$ cat config.mk
export PLATFORM = sky130hd
export DESIGN_NAME = cereal_tx
export DESIGN_NICKNAME = d
export VERILOG_FILES = /design/src/rtl/cereal_tx.sv
export SDC_FILE = /design/constraint.sdc
export NUM_CORES = 1
export LEC_CHECK = 0
export ABC_AREA = 1
export CORE_MARGIN = 3
export CORE_UTILIZATION = 40
export CTS_CLUSTER_SIZE = 14
export DETAILED_ROUTE_END_ITERATION = 10
export REMOVE_ABC_BUFFERS = 1
export SLEW_MARGIN = 20
export SYNTH_ARGS = -nofsm -noshare
export SYNTH_HDL_FRONTEND = slang
export SYNTH_SLANG_ARGS = --single-unit
$ cat constraint.sdc
create_clock -name sysclk -period 1.5 [get_ports sysclk]
set_clock_uncertainty 0.05 [all_clocks]
set_input_delay 0.15 -clock sysclk [delete_from_list [all_inputs] [get_ports sysclk]]
set_output_delay 0.15 -clock sysclk [all_outputs]
set_load 0.1 [all_outputs]
$ cat src/rtl/cereal_tx.sv
// Purpose : UART-style serialiser: start bit, DATA_WIDTH data bits (LSB or MSB first),
// Latency : optional parity, 1-2 stop bits; cereal goes low the cycle after accept.
// Backpr. : ready is high in IDLE and in the final stop-bit cycle; start while busy is dropped.
//
// Ports:
//   sysclk  - system clock, all state on the rising edge
//   reset_n - asynchronous active-low reset
//   data    - payload, sampled only on the accept edge (start & ready)
//   start   - request to send
//   ready   - can accept a word this cycle
//   busy    - frame in progress
//   done    - one-cycle pulse in the last cycle of the final stop bit
//   cereal  - registered serial line, idles high
module cereal_tx #(
    parameter int DATA_WIDTH   = 8,
    parameter int CLKS_PER_BIT = 50,
    parameter int MSB_FIRST    = 0,
    parameter int PARITY       = 0,
    parameter int STOP_BITS    = 1
) (
    input  logic                  sysclk,
    input  logic                  reset_n,
    input  logic [DATA_WIDTH-1:0] data,
    input  logic                  start,
    output logic                  ready,
    output logic                  busy,
    output logic                  done,
    output logic                  cereal
);

    localparam int CW = $clog2(CLKS_PER_BIT + 1);
    localparam int BW = $clog2(DATA_WIDTH + 2);
    localparam bit PAR_EN = (PARITY == 1) || (PARITY == 2);
    localparam int SB = (STOP_BITS == 2) ? 2 : 1;
    localparam logic [CW-1:0] CLK_LAST  = CW'(CLKS_PER_BIT - 1);
    localparam logic [BW-1:0] DATA_LAST = BW'(DATA_WIDTH - 1);
    localparam logic [BW-1:0] STOP_LAST = BW'(SB - 1);

    // Out-of-range framing parameters fall back to no parity / one stop bit.
    if (PARITY < 0 || PARITY > 2) begin : g_bad_parity
        $error("cereal_tx: PARITY must be 0, 1 or 2");
    end
    if (STOP_BITS != 1 && STOP_BITS != 2) begin : g_bad_stop
        $error("cereal_tx: STOP_BITS must be 1 or 2");
    end

    typedef enum logic [2:0] {
        S_IDLE,
        S_START,
        S_DATA,
        S_PARITY,
        S_STOP
    } state_t;

    state_t                state_q, state_d;
    logic [CW-1:0]         clk_cnt_q, clk_cnt_d;
    logic [BW-1:0]         bit_cnt_q, bit_cnt_d;
    logic [DATA_WIDTH-1:0] shreg_q, shreg_d;
    logic                  par_q, par_d;
    logic                  cereal_d, ready_d, busy_d, done_d;
    logic                  accept;
    logic                  bit_end;

    // ready_q is already "IDLE or final stop cycle", so it doubles as the accept gate.
    assign accept  = start && ready;
    assign bit_end = (clk_cnt_q == CLK_LAST);

    always_comb begin
        state_d   = state_q;
        clk_cnt_d = clk_cnt_q;
        bit_cnt_d = bit_cnt_q;
        shreg_d   = shreg_q;
        par_d     = par_q;

        if (accept) begin
            state_d   = S_START;
            clk_cnt_d = '0;
            bit_cnt_d = '0;
            shreg_d   = data;
            par_d     = (PARITY == 2) ? ~^data : ^data;
        end else if (state_q != S_IDLE) begin
            if (!bit_end) begin
                clk_cnt_d = clk_cnt_q + 1'b1;
            end else begin
                clk_cnt_d = '0;
                case (state_q)
                    S_START: begin
                        state_d   = S_DATA;
                        bit_cnt_d = '0;
                    end
                    S_DATA: begin
                        // Shift so the next bit to send always sits at the output end.
                        if (MSB_FIRST != 0) shreg_d = shreg_q << 1;
                        else                shreg_d = shreg_q >> 1;
                        if (bit_cnt_q == DATA_LAST) begin
                            state_d   = PAR_EN ? S_PARITY : S_STOP;
                            bit_cnt_d = '0;
                        end else begin
                            bit_cnt_d = bit_cnt_q + 1'b1;
                        end
                    end
                    S_PARITY: begin
                        state_d   = S_STOP;
                        bit_cnt_d = '0;
                    end
                    S_STOP: begin
                        if (bit_cnt_q == STOP_LAST) begin
                            state_d   = S_IDLE;
                            bit_cnt_d = '0;
                        end else begin
                            bit_cnt_d = bit_cnt_q + 1'b1;
                        end
                    end
                    default: begin
                        state_d   = S_IDLE;
                        bit_cnt_d = '0;
                    end
                endcase
            end
        end

        // Outputs are computed from next state so they are registered yet cycle-aligned.
        case (state_d)
            S_START:  cereal_d = 1'b0;
            S_DATA:   cereal_d = (MSB_FIRST != 0) ? shreg_d[DATA_WIDTH-1] : shreg_d[0];
            S_PARITY: cereal_d = par_d;
            default:  cereal_d = 1'b1;
        endcase
        done_d  = (state_d == S_STOP) && (bit_cnt_d == STOP_LAST) && (clk_cnt_d == CLK_LAST);
        ready_d = (state_d == S_IDLE) || done_d;
        busy_d  = (state_d != S_IDLE);
    end

    always_ff @(posedge sysclk or negedge reset_n) begin
        if (!reset_n) begin
            state_q   <= S_IDLE;
            clk_cnt_q <= '0;
            bit_cnt_q <= '0;
            shreg_q   <= '0;
            par_q     <= 1'b0;
            cereal    <= 1'b1;
            ready     <= 1'b1;
            busy      <= 1'b0;
            done      <= 1'b0;
        end else begin
            state_q   <= state_d;
            clk_cnt_q <= clk_cnt_d;
            bit_cnt_q <= bit_cnt_d;
            shreg_q   <= shreg_d;
            par_q     <= par_d;
            cereal    <= cereal_d;
            ready     <= ready_d;
            busy      <= busy_d;
            done      <= done_d;
        end
    end

endmodule

* Yosys cells after proc, flatten, opt, wreduce, memory -nomap -nowiden
Cells that the tools add are included.
** Storage, ports and cells
- Register bits after elaboration :: 26
- Input bits :: 11
** Cells by class
- Reduce and logical (&&, ||, !) cells :: 14
- Add/subtract/negate cells :: 2
- Multiplexer cells :: 21
- Eq/ne operators :: 11
** Operator list (number)
- $mux W8 :: 4
- $mux W4 :: 5
- $mux W6 :: 3
- $mux W3 :: 5
- $eq A3 B2 Y1 const B :: 4
- $eq A6 B6 Y1 const B :: 2
- $pmux W3 S4 :: 1
- $logic_not A4 Y1 :: 2
- $pmux W4 S2 :: 1
- $reduce_xor A8 Y1 :: 1
- $add A6 B1 Y6 const B :: 1
- $eq A3 B1 Y1 const B :: 2
- $eq A3 B3 Y1 const B :: 2
- $reduce_bool A2 Y1 :: 3
- $reduce_bool A3 Y1 :: 2
- $add A4 B1 Y4 const B :: 1
- $eq A4 B3 Y1 const B :: 1
- $logic_and A1 B1 Y1 :: 3
- $logic_not A3 Y1 :: 1
- $pmux W1 S3 :: 1
- $reduce_and A3 Y1 :: 1
- $logic_or A1 B1 Y1 :: 1
- $mux W1 :: 1

* Logic depth before layout (Yosys ltp)
Gate-level depths: netlist (run 1).
- Word-level depth :: 10
- Gate-level depth with buffers :: 13
- Depth with buffers taken out :: 13

* Least setup slack after synthesis (run 1)
Ideal clock, no wire load.
- Kind :: flip-flop to flip-flop
- Start point :: register ready
- End point :: register ready
- Path slack :: -0.376 ns
- Stages on the path, launching flop included :: 11
- Buffers on the path :: 2
- Arrival time :: 1.766 ns
- Setup time :: 0.060 ns
- Clock period less this slack :: 1.876 ns
- Cell sequence :: dfstp_2 -> nand2_1 -> buf_2 -> inv_1 -> buf_2 -> a21oi_1 -> nand2_1 -> nand2_1 -> nor2_1 -> nand3_1 -> nand2_1
** On the way
- Word-level cells in the longest chain between the ends :: 6
- Elaborated cells on any way between the ends :: 11
** RTL lines
- start: declaration :: line 25 : output logic ready,
- start signal: assignment :: line 152 : ready <= ready_d;
- $logic_and A1 B1 Y1 * :: line 65 : assign accept = start && ready;
- $mux W3 or $mux W4 (tied branches) :: line 75 : if (accept) begin
- $eq A3 B3 Y1 or $logic_not A4 Y1 (tied branches) :: line 129 : done_d = (state_d == S_STOP) && (bit_cnt_d == STOP_LAST) && (clk_cnt_d == CLK_LAST);
- $logic_and A1 B1 Y1 (2 in series) :: line 129
- $logic_or A1 B1 Y1 * :: line 130 : ready_d = (state_d == S_IDLE) || done_d;
- named net ready_d :: line 60 : logic cereal_d, ready_d, busy_d, done_d;
Mark *: on every way through the listed nets, which the timed path passes. The rest lies on a longest branch.
A chain may end at the register's enable or synchronous reset.

* Final worst setup path (run 1)
- Start point :: register clk_cnt_q[1]
- End point :: register done
** On the way
- Word-level cells in the longest chain between the ends :: 7
- Elaborated cells on any way between the ends :: 16
** RTL lines
- start: declaration :: line 56 : logic [CW-1:0] clk_cnt_q, clk_cnt_d;
- start signal: assignment :: line 147 : clk_cnt_q <= clk_cnt_d;
- branches (longest 6 deep; another with $add A6 B1 Y6)
- $logic_and A1 B1 Y1 * :: line 129
- named net done_d :: line 60
- end signal: assignment :: line 154 : done <= done_d;
- end: declaration :: line 27 : output logic done,
Mark *: on every way through the listed nets, which the timed path passes.

==> flow_metrics.tcl, run 1 <==
set metrics [dict create \
    maxSlewHeadroom_pct 77.6 \
    vias 1483 \
    diodes 0 \
    worst_ep_arrival_time_ns 1.81 \
    synth_top_area_share_pct 37.9 \
    numPortBuffers 14 \
    crit_slowest_cell "dfrtp_1" \
    dr.pass1.iters 4 \
    layout-drive-gt1-share_pct 34.6 \
    yosysUniqueCellTypes 29 \
    die_h_um 68.9 \
    drt-wirelength-per-cell_um 12.1 \
    powerDensity_mw_per_mm2 548 \
    ios 15 \
    place.gp.congestion 0.819 \
    cts_sinks 26 \
    hold_class "in -> async" \
    grtUsageTotal_pct 17.7 \
    drv_slew 0 \
    htreeDepth 1 \
    crit_type "reg -> reg" \
    pre_cts_slack_ns -0.260 \
    path_clk_slew_ns 0.09 \
    total_leakage_power_nw 1.18 \
    setup_viol 13 \
    routed_wl_um 3870 \
    crit_required_ns 1.62 \
    post-synth-top-area-cell "dfrtp_1" \
    fin_crit_sh_pct 113 \
    grt_pass1_vias 1392 \
    power_mw 1.26 \
    final_cell_mix "nand2_1 (59), buf_4 (40), inv_1 (26)" \
    overflow 0 \
    dp_hpwl_um 2840 \
    layout_commonest_cell "nand2_1" \
    clock_latency_ns 0.27 \
    violations "setup timing" \
    ys_ff_latch 26 \
    avgSynthCellArea_um2 7.40 \
    finalHoldViolations 0 \
    fmax_mhz 591 \
    synth_area_mm2 0.00158 \
    rsz0062_at_grt "true" \
    nets 288 \
    worstPathCellList "inv_2, ha_4, nand3_4, nor2_8, buf_6, nand3_2, a21oi_2, nand2_2, nand2_1, nor2_1, nand3_1, inv_1" \
    fin_ws_ns -0.191 \
    fp.dieArea_mm2 0.00475 \
    vdd_drop_max_v 0.000348 \
    seq_area_frac_synth_pct 41.2 \
    antenna_found_initial 0 \
    synthTopCellsByArea "dfrtp_1 (38%), nand2_1 (15%), inv_1 (7.1%)" \
    ant_nets 0 \
    vias_per_cell 4.63 \
    drc 0 \
    cts_buffer_depth 2 \
    core_area_mm2 0.00374 \
    initial_core_util_pct 42.3 \
    drt_iter0_markers 60 \
    tritoncts "built" \
    chipWidth_um 68.9 \
    num_rows 22 \
    cap_violations 0 \
    critPathMaxStageDelay_ns 0.40 \
    clockRootBuffer "clkbuf_8" \
    status "complete, but fails checks" \
    worstMarginPinSlew_ns 0.336 \
    worstPathMaxFanout 6 \
    syn2layout_area_growth_pct 45.1 \
    yosys_warnings 0 \
    critPathCaptureType "flop" \
    grt_start_max_net_pins 27 \
    min_period_ns 1.69 \
    reg2reg_depth 12 \
    cts_buffers 3 \
    start_kind "flop" \
    grt_pass1_wl_um 6150 \
    syn_inst 214 \
]
## layer usage
metal	global-route usage [%]	wire length, µm	vias to the layer above
li1	-	-	780
met5	0	0	-
met3	1.94	117	5
met1	23.0	1810	675
met2	30.6	1900	23
met4	5.84	44	0
## report_power, final
part	leakage, nW	switching [mW]	internal (mW)
Sequential	0.320	0	0.701
Clock	0.0288	0.223	0.235
Combinational	0.828	0.0437	0.0572
Total	1.18	0.267	0.993
## cell usage after synthesis
cell type	count
ha_1	4
nand3_2	1
o21ai_2	1
nor2_4	2
a21oi_2	1
nor2_2	3
nor2_1	27
nor2_8	1
nand2_4	1
dfstp_2	2
o21ai_0	1
inv_2	3
xnor2_1	5
and2_1	1
inv_1	30
a21oi_1	2
buf_2	2
xor2_1	3
nand4_1	3
o221ai_1	2
o21ai_1	2
nand2_1	64
o211ai_1	3
nor3_1	1
o22ai_1	2
nand3_1	17
dfrtp_1	24
nand2_2	5
buf_6	1
## flip-flops by register name, indices dropped and copies added, names as in the netlist
name / count
shreg_q: 8
par_q: 1
state_q: 3
bit_cnt_q: 4
cereal: 1
done: 1
busy: 1
ready: 1
clk_cnt_q: 6
## repair_timing
item,in CTS,in global routing
setup buffers,5,2
endpoints found under the setup margin,14,20
hold buffers,0,0
hold endpoints to repair,0,0
resized for setup,22,10
cloned,0,0
pin swaps,8,8
## stage by stage
stage               std cells  setup TNS [ns]  area [µm²]  utilization [%]  hold WS, ns
floorplan                 211           -6.07        1560                -       -0.196
global placement          309           -1.14        2070             55.4        0.436
detailed placement        309           -1.53        2070             55.4        0.438
CTS                       318           -1.66        2250             60.0        0.205
global route              320           -2.91        2300             61.4        0.224
finish                    320           -1.41        2300             61.4        0.186
## worst max-delay path: cells and delay by family, from the launching register on
family                     cells  cell delay, ns
adders and majority gates      1            0.14
AOI/OAI and AO/OA              1            0.14
DFF                            1            0.40
buffers and inverters          3            0.26
and+or+nand+nor                7            0.59
## cells by family (layout without fill, tap and decap cells)
logic type / count (synthesis) / count (layout) / synth area share, %
XOR/XNOR: 8 / 8 / 4.42
adder cells (fa/ha/maj): 4 / 4 / 3.16
flip-flops: 26 / 26 / 41.2
buffers and inverters: 36 / 94 / 9.16
AO/OA/AOI/OAI: 14 / 14 / 6.00
AND/OR/NAND/NOR: 126 / 126 / 36.0
## layout make-up
| type | count | area, µm² |
|---|---|---|
| clock buffers | 4 | 55.1 |
| inverters | 33 | 124 |
| flip-flops and latches | 26 | 653 |
| repair buffers | 57 | 514 |
| well taps | 48 | 60.1 |
| multi-input cells | 152 | 892 |
| fillers | 349 | 1450 |
## final timing paths
| path | from | slack [ns] | to |
|---|---|---|---|
| max | clk_cnt_q[1]$_DFF_PN0_ | -0.19 | done$_DFF_PN0_ |
| min | reset_n | 0.19 | clk_cnt_q[0]$_DFF_PN0_ |
| max reg2reg | clk_cnt_q[1]$_DFF_PN0_ | -0.19 | done$_DFF_PN0_ |
| min reg2reg | par_q$_DFF_PN0_ | 0.46 | par_q$_DFF_PN0_ |
| max in group asynchronous | reset_n | 0.90 | cereal$_DFF_PN1_ |
| min in group sysclk | data[7] | 0.42 | shreg_q[7]$_DFFE_PN0P_ |
No activity file was read; power rests on OpenSTA's default activity.
==> run 2, diff against run 1 <==
--- a/config.mk
+++ b/config.mk
@@ -11,6 +11,7 @@
 export CTS_CLUSTER_SIZE = 14
 export DETAILED_ROUTE_END_ITERATION = 10
 export REMOVE_ABC_BUFFERS = 1
+export SKIP_CTS_REPAIR_TIMING = 1
 export SLEW_MARGIN = 20
 export SYNTH_ARGS = -nofsm -noshare
 export SYNTH_HDL_FRONTEND = slang
==> run 2 against run 1 <==
Effect of this change: the run still ends with setup timing left; register-to-register slack lost 0.03 ns; die area unchanged; fmax is 2.0% lower; sequential share of layout area is 0.15 points lower; combinational power about the same; core utilization grew 0.33 points; count of clock-buffer cells in the layout unchanged.
==> flow_metrics.tcl, run 2 (synthesis gave the netlist of run 1 again) <==
set metrics [dict create \
    vias_per_cell 4.61 \
    pre_cts_slack_ns -0.260 \
    reg.largest.list "shreg_q: 8 flops, clk_cnt_q: 6 flops, bit_cnt_q: 4 flops" \
    layout_commonest_cell "nand2_1" \
    dr.pass1.iters 4 \
    violations "setup timing" \
    worstPathMaxFanout 6 \
    critPathMaxStageDelay_ns 0.39 \
    cts_sinks 26 \
    setup_viol 15 \
    maxSlewHeadroom_pct 77.0 \
    worstMarginPinSlew_ns 0.344 \
    diodes 0 \
    place_area_mm2 0.00207 \
    routed_wl_um 3850 \
    fmax_mhz 579 \
    crit_required_ns 1.62 \
    cts_buffer_depth 2 \
    ff_latch_area_um2 653 \
    antenna_found_initial 0 \
    hold_class "in -> async" \
    critPathCaptureType "flop" \
    vdd_drop_max_v 0.000349 \
    num_rows 22 \
    ios 15 \
    syn2layout_area_growth_pct 45.9 \
    chipWidth_um 68.9 \
    min_period_ns 1.73 \
    clockRootBuffer "clkbuf_8" \
    powerDensity_mw_per_mm2 543 \
    fillerInstances 349 \
    vias 1481 \
    numPortBuffers 14 \
    fin_ws_ns -0.226 \
    clock_latency_ns 0.27 \
    start_kind "flop" \
    drt_iter0_markers 56 \
    core_area_mm2 0.00374 \
    ant_nets 0 \
    finalHoldViolations 0 \
    crit_slowest_cell "dfrtp_1" \
    crit_top_cell "nand2_1" \
    wl_met3_um 99 \
    worst-path-buf-inv 3 \
    highest_layer "met4" \
    htreeDepth 1 \
    cp_top_family "simple AND/OR/NAND/NOR gates" \
    cts_buffers 3 \
    rsz0062_at_grt "true" \
    layout-drive-gt1-share_pct 35.2 \
    die_h_um 68.9 \
    drc 0 \
    grt_start_max_net_pins 27 \
    overflow 0 \
    total_leakage_power_nw 1.18 \
    wl_met1_um 1790 \
    hold_ws_ns 0.194 \
    power_mw 1.26 \
    place.gp.congestion 0.819 \
    wl_met2_um 1910 \
    crit_type "reg -> reg" \
    grt_pass1_vias 1323 \
    worst_ep_arrival_time_ns 1.84 \
    dp_hpwl_um 2840 \
    final_area_mm2 0.00231 \
    drt-wirelength-per-cell_um 12.0 \
    drv_slew 0 \
    initial_core_util_pct 42.3 \
    regMostFlops "shreg_q" \
    nets 289 \
    status "complete, but fails checks" \
    fin_crit_sh_pct 115 \
    fp.dieArea_mm2 0.00475 \
    tritoncts "built" \
    largest_reg_flops 8 \
    grtUsageTotal_pct 16.9 \
    path_clk_slew_ns 0.09 \
    cap_violations 0 \
    fin_util_pct 61.7 \
    grt_pass1_wl_um 5810 \
    final_cell_mix "nand2_1 (59), buf_4 (42), inv_1 (27)" \
    worstPathCellList "inv_2, ha_4, nand3_4, nor2_8, buf_6, nand3_2, a21oi_2, nand2_1, nand2_1, nor2_1, nand3_1, inv_1" \
    multi_input_area_um2 901 \
]
run 2: final timing paths:
kind	from	end	slack, ns	cells after the start
setup / recovery	clk_cnt_q[1]$_DFF_PN0_	done$_DFF_PN0_	-0.23	12
hold / removal	reset_n	clk_cnt_q[0]$_DFF_PN0_	0.19	2
setup reg to reg	clk_cnt_q[1]$_DFF_PN0_	done$_DFF_PN0_	-0.23	12
hold reg to reg	par_q$_DFF_PN0_	par_q$_DFF_PN0_	0.46	2
max in group asynchronous	reset_n	cereal$_DFF_PN1_	0.89	2
min in group sysclk	data[7]	shreg_q[7]$_DFFE_PN0P_	0.43	3
run 2: layout make-up:
class                           instances  share of cell area (%)
Sequential cell                        26                    28.3
Clock buffer                            4                    2.38
Timing Repair Buffer                   58                    22.4
Multi-Input combinational cell        152                    39.0
Inverter                               33                    5.36
Tap cell                               48                    2.60
run 2: where the power goes:
part           switching (mW)  leakage, nW  internal [mW]
sequential                  0        0.320          0.701
combinational          0.0441        0.834         0.0572
clock                   0.219       0.0288          0.235
total                   0.263         1.18          0.993
run 2: routing by layer:
metal  vias to the layer above  GRT usage (%)
li1                        785              -
met1                       671           22.3
met2                        20           28.5
met3                         5           1.94
met4                         0           5.84
met5                         -              0
run 2: per-stage QoR:
step / cells / TNS, ns
2_1_floorplan: 211 / -6.07
3_3_place_gp: 309 / -1.14
3_5_place_dp: 309 / -1.53
4_1_cts: 313 / -1.89
5_1_grt: 321 / -3.46
6_report: 321 / -1.87
==> run 3, diff against run 2 <==
--- a/config.mk
+++ b/config.mk
@@ -10,6 +10,7 @@
 export CORE_UTILIZATION = 40
 export CTS_CLUSTER_SIZE = 14
 export DETAILED_ROUTE_END_ITERATION = 10
+export PLACE_DENSITY_LB_ADDON = 0.12
 export REMOVE_ABC_BUFFERS = 1
 export SKIP_CTS_REPAIR_TIMING = 1
 export SLEW_MARGIN = 20
==> run 3 against run 2 <==
Effect of this change: the flow still finishes with violations (setup timing); wire length shrank 2.0%; design area rose by 0.92%; sequential share of layout area is 0.26 points lower; cell count increased by 0.93%; critical path depth fell by 2; worst hold slack worse by 0.016 ns; fmax increased by 0.65%; via count is 1.8% higher; setup slack better by 0.011 ns; first-iteration DRC count rose by 86%; die area unchanged; sequential power hardly changed; critical path type unchanged; largest cell class unchanged; highest routed layer unchanged.
==> flow_metrics.tcl, run 3 (synthesis gave the netlist of run 1 again) <==
set metrics [dict create \
    vias_per_cell 4.65 \
    fmax_mhz 583 \
    overflow 0 \
    grtUsageTotal_pct 16.9 \
    total_leakage_power_nw 1.19 \
    power_mw 1.22 \
    drc 0 \
    vias 1507 \
    die_h_um 68.9 \
    ant_nets 0 \
    worstMarginPinSlew_ns 0.336 \
    worstPathCellList "inv_2, ha_4, nand3_4, nor2_8, buf_4, nand2_2, inv_2, nand2_2, buf_4, o211ai_1" \
    start_kind "flop" \
    hold_ws_ns 0.178 \
    final_cell_mix "nand2_1 (60), buf_4 (44), inv_1 (27)" \
    dp_hpwl_um 2730 \
    power.clock.fraction_pct 34.0 \
    cts_sinks 26 \
    chipWidth_um 68.9 \
    reg.largest.list "shreg_q: 8 flops, clk_cnt_q: 6 flops, bit_cnt_q: 4 flops" \
    switchingPower_mw 0.267 \
    pre_cts_slack_ns -0.265 \
    nets 292 \
    fin_ws_ns -0.215 \
    cts_buffer_depth 2 \
    worst_r2r_startpoint "clk_cnt_q[1]$_DFF_PN0_" \
    grt_start_max_net_pins 27 \
    violations "setup timing" \
    grt_pass1_vias 1374 \
    maxSlewHeadroom_pct 77.6 \
    cap_violations 0 \
    clock_latency_ns 0.28 \
    numPortBuffers 14 \
    crit_slowest_cell "dfrtp_1" \
    sw_frac_of_total_pct 21.9 \
    worst-path-buf-inv 4 \
    fin_crit_sh_pct 114 \
    status "complete, but fails checks" \
    worstPathMaxFanout 6 \
    syn2layout_area_growth_pct 47.2 \
    critPathCaptureType "flop" \
    crit_required_ns 1.64 \
    ios 15 \
    num_rows 22 \
    setup_viol 16 \
    dr.pass1.iters 5 \
    critPathMaxStageDelay_ns 0.39 \
    internal-power_mw 0.950 \
    grt_pass1_wl_um 5890 \
    antenna_found_initial 0 \
    worstSetupStartpoint "clk_cnt_q[1]$_DFF_PN0_" \
    clockRootBuffer "clkbuf_8" \
    diodes 0 \
    initial_core_util_pct 42.3 \
    core_area_mm2 0.00374 \
    dp_cells 313 \
    cp_top_family "buffers and inverters" \
    tritoncts "built" \
    layout-drive-gt1-share_pct 35.9 \
    htreeDepth 1 \
    regMostFlops "shreg_q" \
    finalHoldViolations 0 \
    crit_type "reg -> reg" \
    worst_ep_arrival_time_ns 1.86 \
    place.gp.congestion 0.872 \
    drv_slew 0 \
    routed_wl_um 3770 \
    min_period_ns 1.72 \
    powerDensity_mw_per_mm2 522 \
    path_clk_slew_ns 0.09 \
    rsz0062_at_grt "true" \
    finalNonFillerCells 324 \
    drt_iter0_markers 104 \
    vdd_drop_max_v 0.000317 \
    p_comb_share_pct 8.4 \
    drt-wirelength-per-cell_um 11.6 \
    layout_commonest_cell "nand2_1" \
    fp.dieArea_mm2 0.00475 \
    cts_buffers 3 \
    largest_reg_flops 8 \
    hold_class "in -> async" \
    p_seq_share_pct 57.6 \
]
[run 3: cell count changes in the layout (fill, tap and decap cells not counted), sizes merged]
cell	previous run	this run
buf	48	50
nand2	70	71
[run 3: power by group through the flow]
stage                     Combinational [mW]  Sequential (mW)  Clock [mW]
final                                  0.103            0.701       0.413
after global placement                 0.103            0.714           0
after floorplan                       0.0379            0.714           0
after global routing                   0.113            0.701       0.455
after detailed placement               0.104            0.714           0
after CTS                              0.105            0.701       0.434
[run 3: layout make-up]
cell class              count  area [µm²]
well taps                  48        60.1
inverters                  33         124
fillers                   356        1410
multi-input cells         153         917
clock buffers               4        45.0
flip-flops and latches     26         653
repair buffers             60         533
[run 3: per-stage QoR]
stage	area, µm²	utilization, %	TNS, ns
finish	2330	62.3	-1.89
global route	2330	62.3	-3.98
CTS	2150	57.4	-2.17
detailed placement	2100	56.2	-1.71
global placement	2100	56.2	-1.79
floorplan	1560	-	-6.07
[run 3: routing by layer]
layer / track usage [%] / wire (µm) / up-vias
li1: - / - / 791
met1: 21.5 / 1670 / 676
met2: 28.9 / 1890 / 33
met3: 2.43 / 139 / 7
met4: 6.57 / 72 / 0
met5: 0 / 0 / -
[run 3: final timing paths]
| kind | endpoint | slack (ns) | cells after the start |
|---|---|---|---|
| hold / removal | clk_cnt_q[0]$_DFF_PN0_ | 0.18 | 2 |
| max in group asynchronous | cereal$_DFF_PN1_ | 0.91 | 2 |
| setup / recovery | shreg_q[2]$_DFFE_PN0P_ | -0.22 | 10 |
| min in group sysclk | shreg_q[7]$_DFFE_PN0P_ | 0.43 | 3 |
| hold reg to reg | par_q$_DFF_PN0_ | 0.46 | 2 |
| setup reg to reg | shreg_q[2]$_DFFE_PN0P_ | -0.22 | 10 |
[run 3: worst reg2reg max path: stages (launching register included)]
cell      delay [ns]
dfrtp_1         0.39
inv_2           0.07
ha_4            0.14
nand3_4         0.08
nor2_8          0.19
buf_4           0.15
nand2_2         0.08
inv_2           0.08
nand2_2         0.07
buf_4           0.16
o211ai_1        0.18
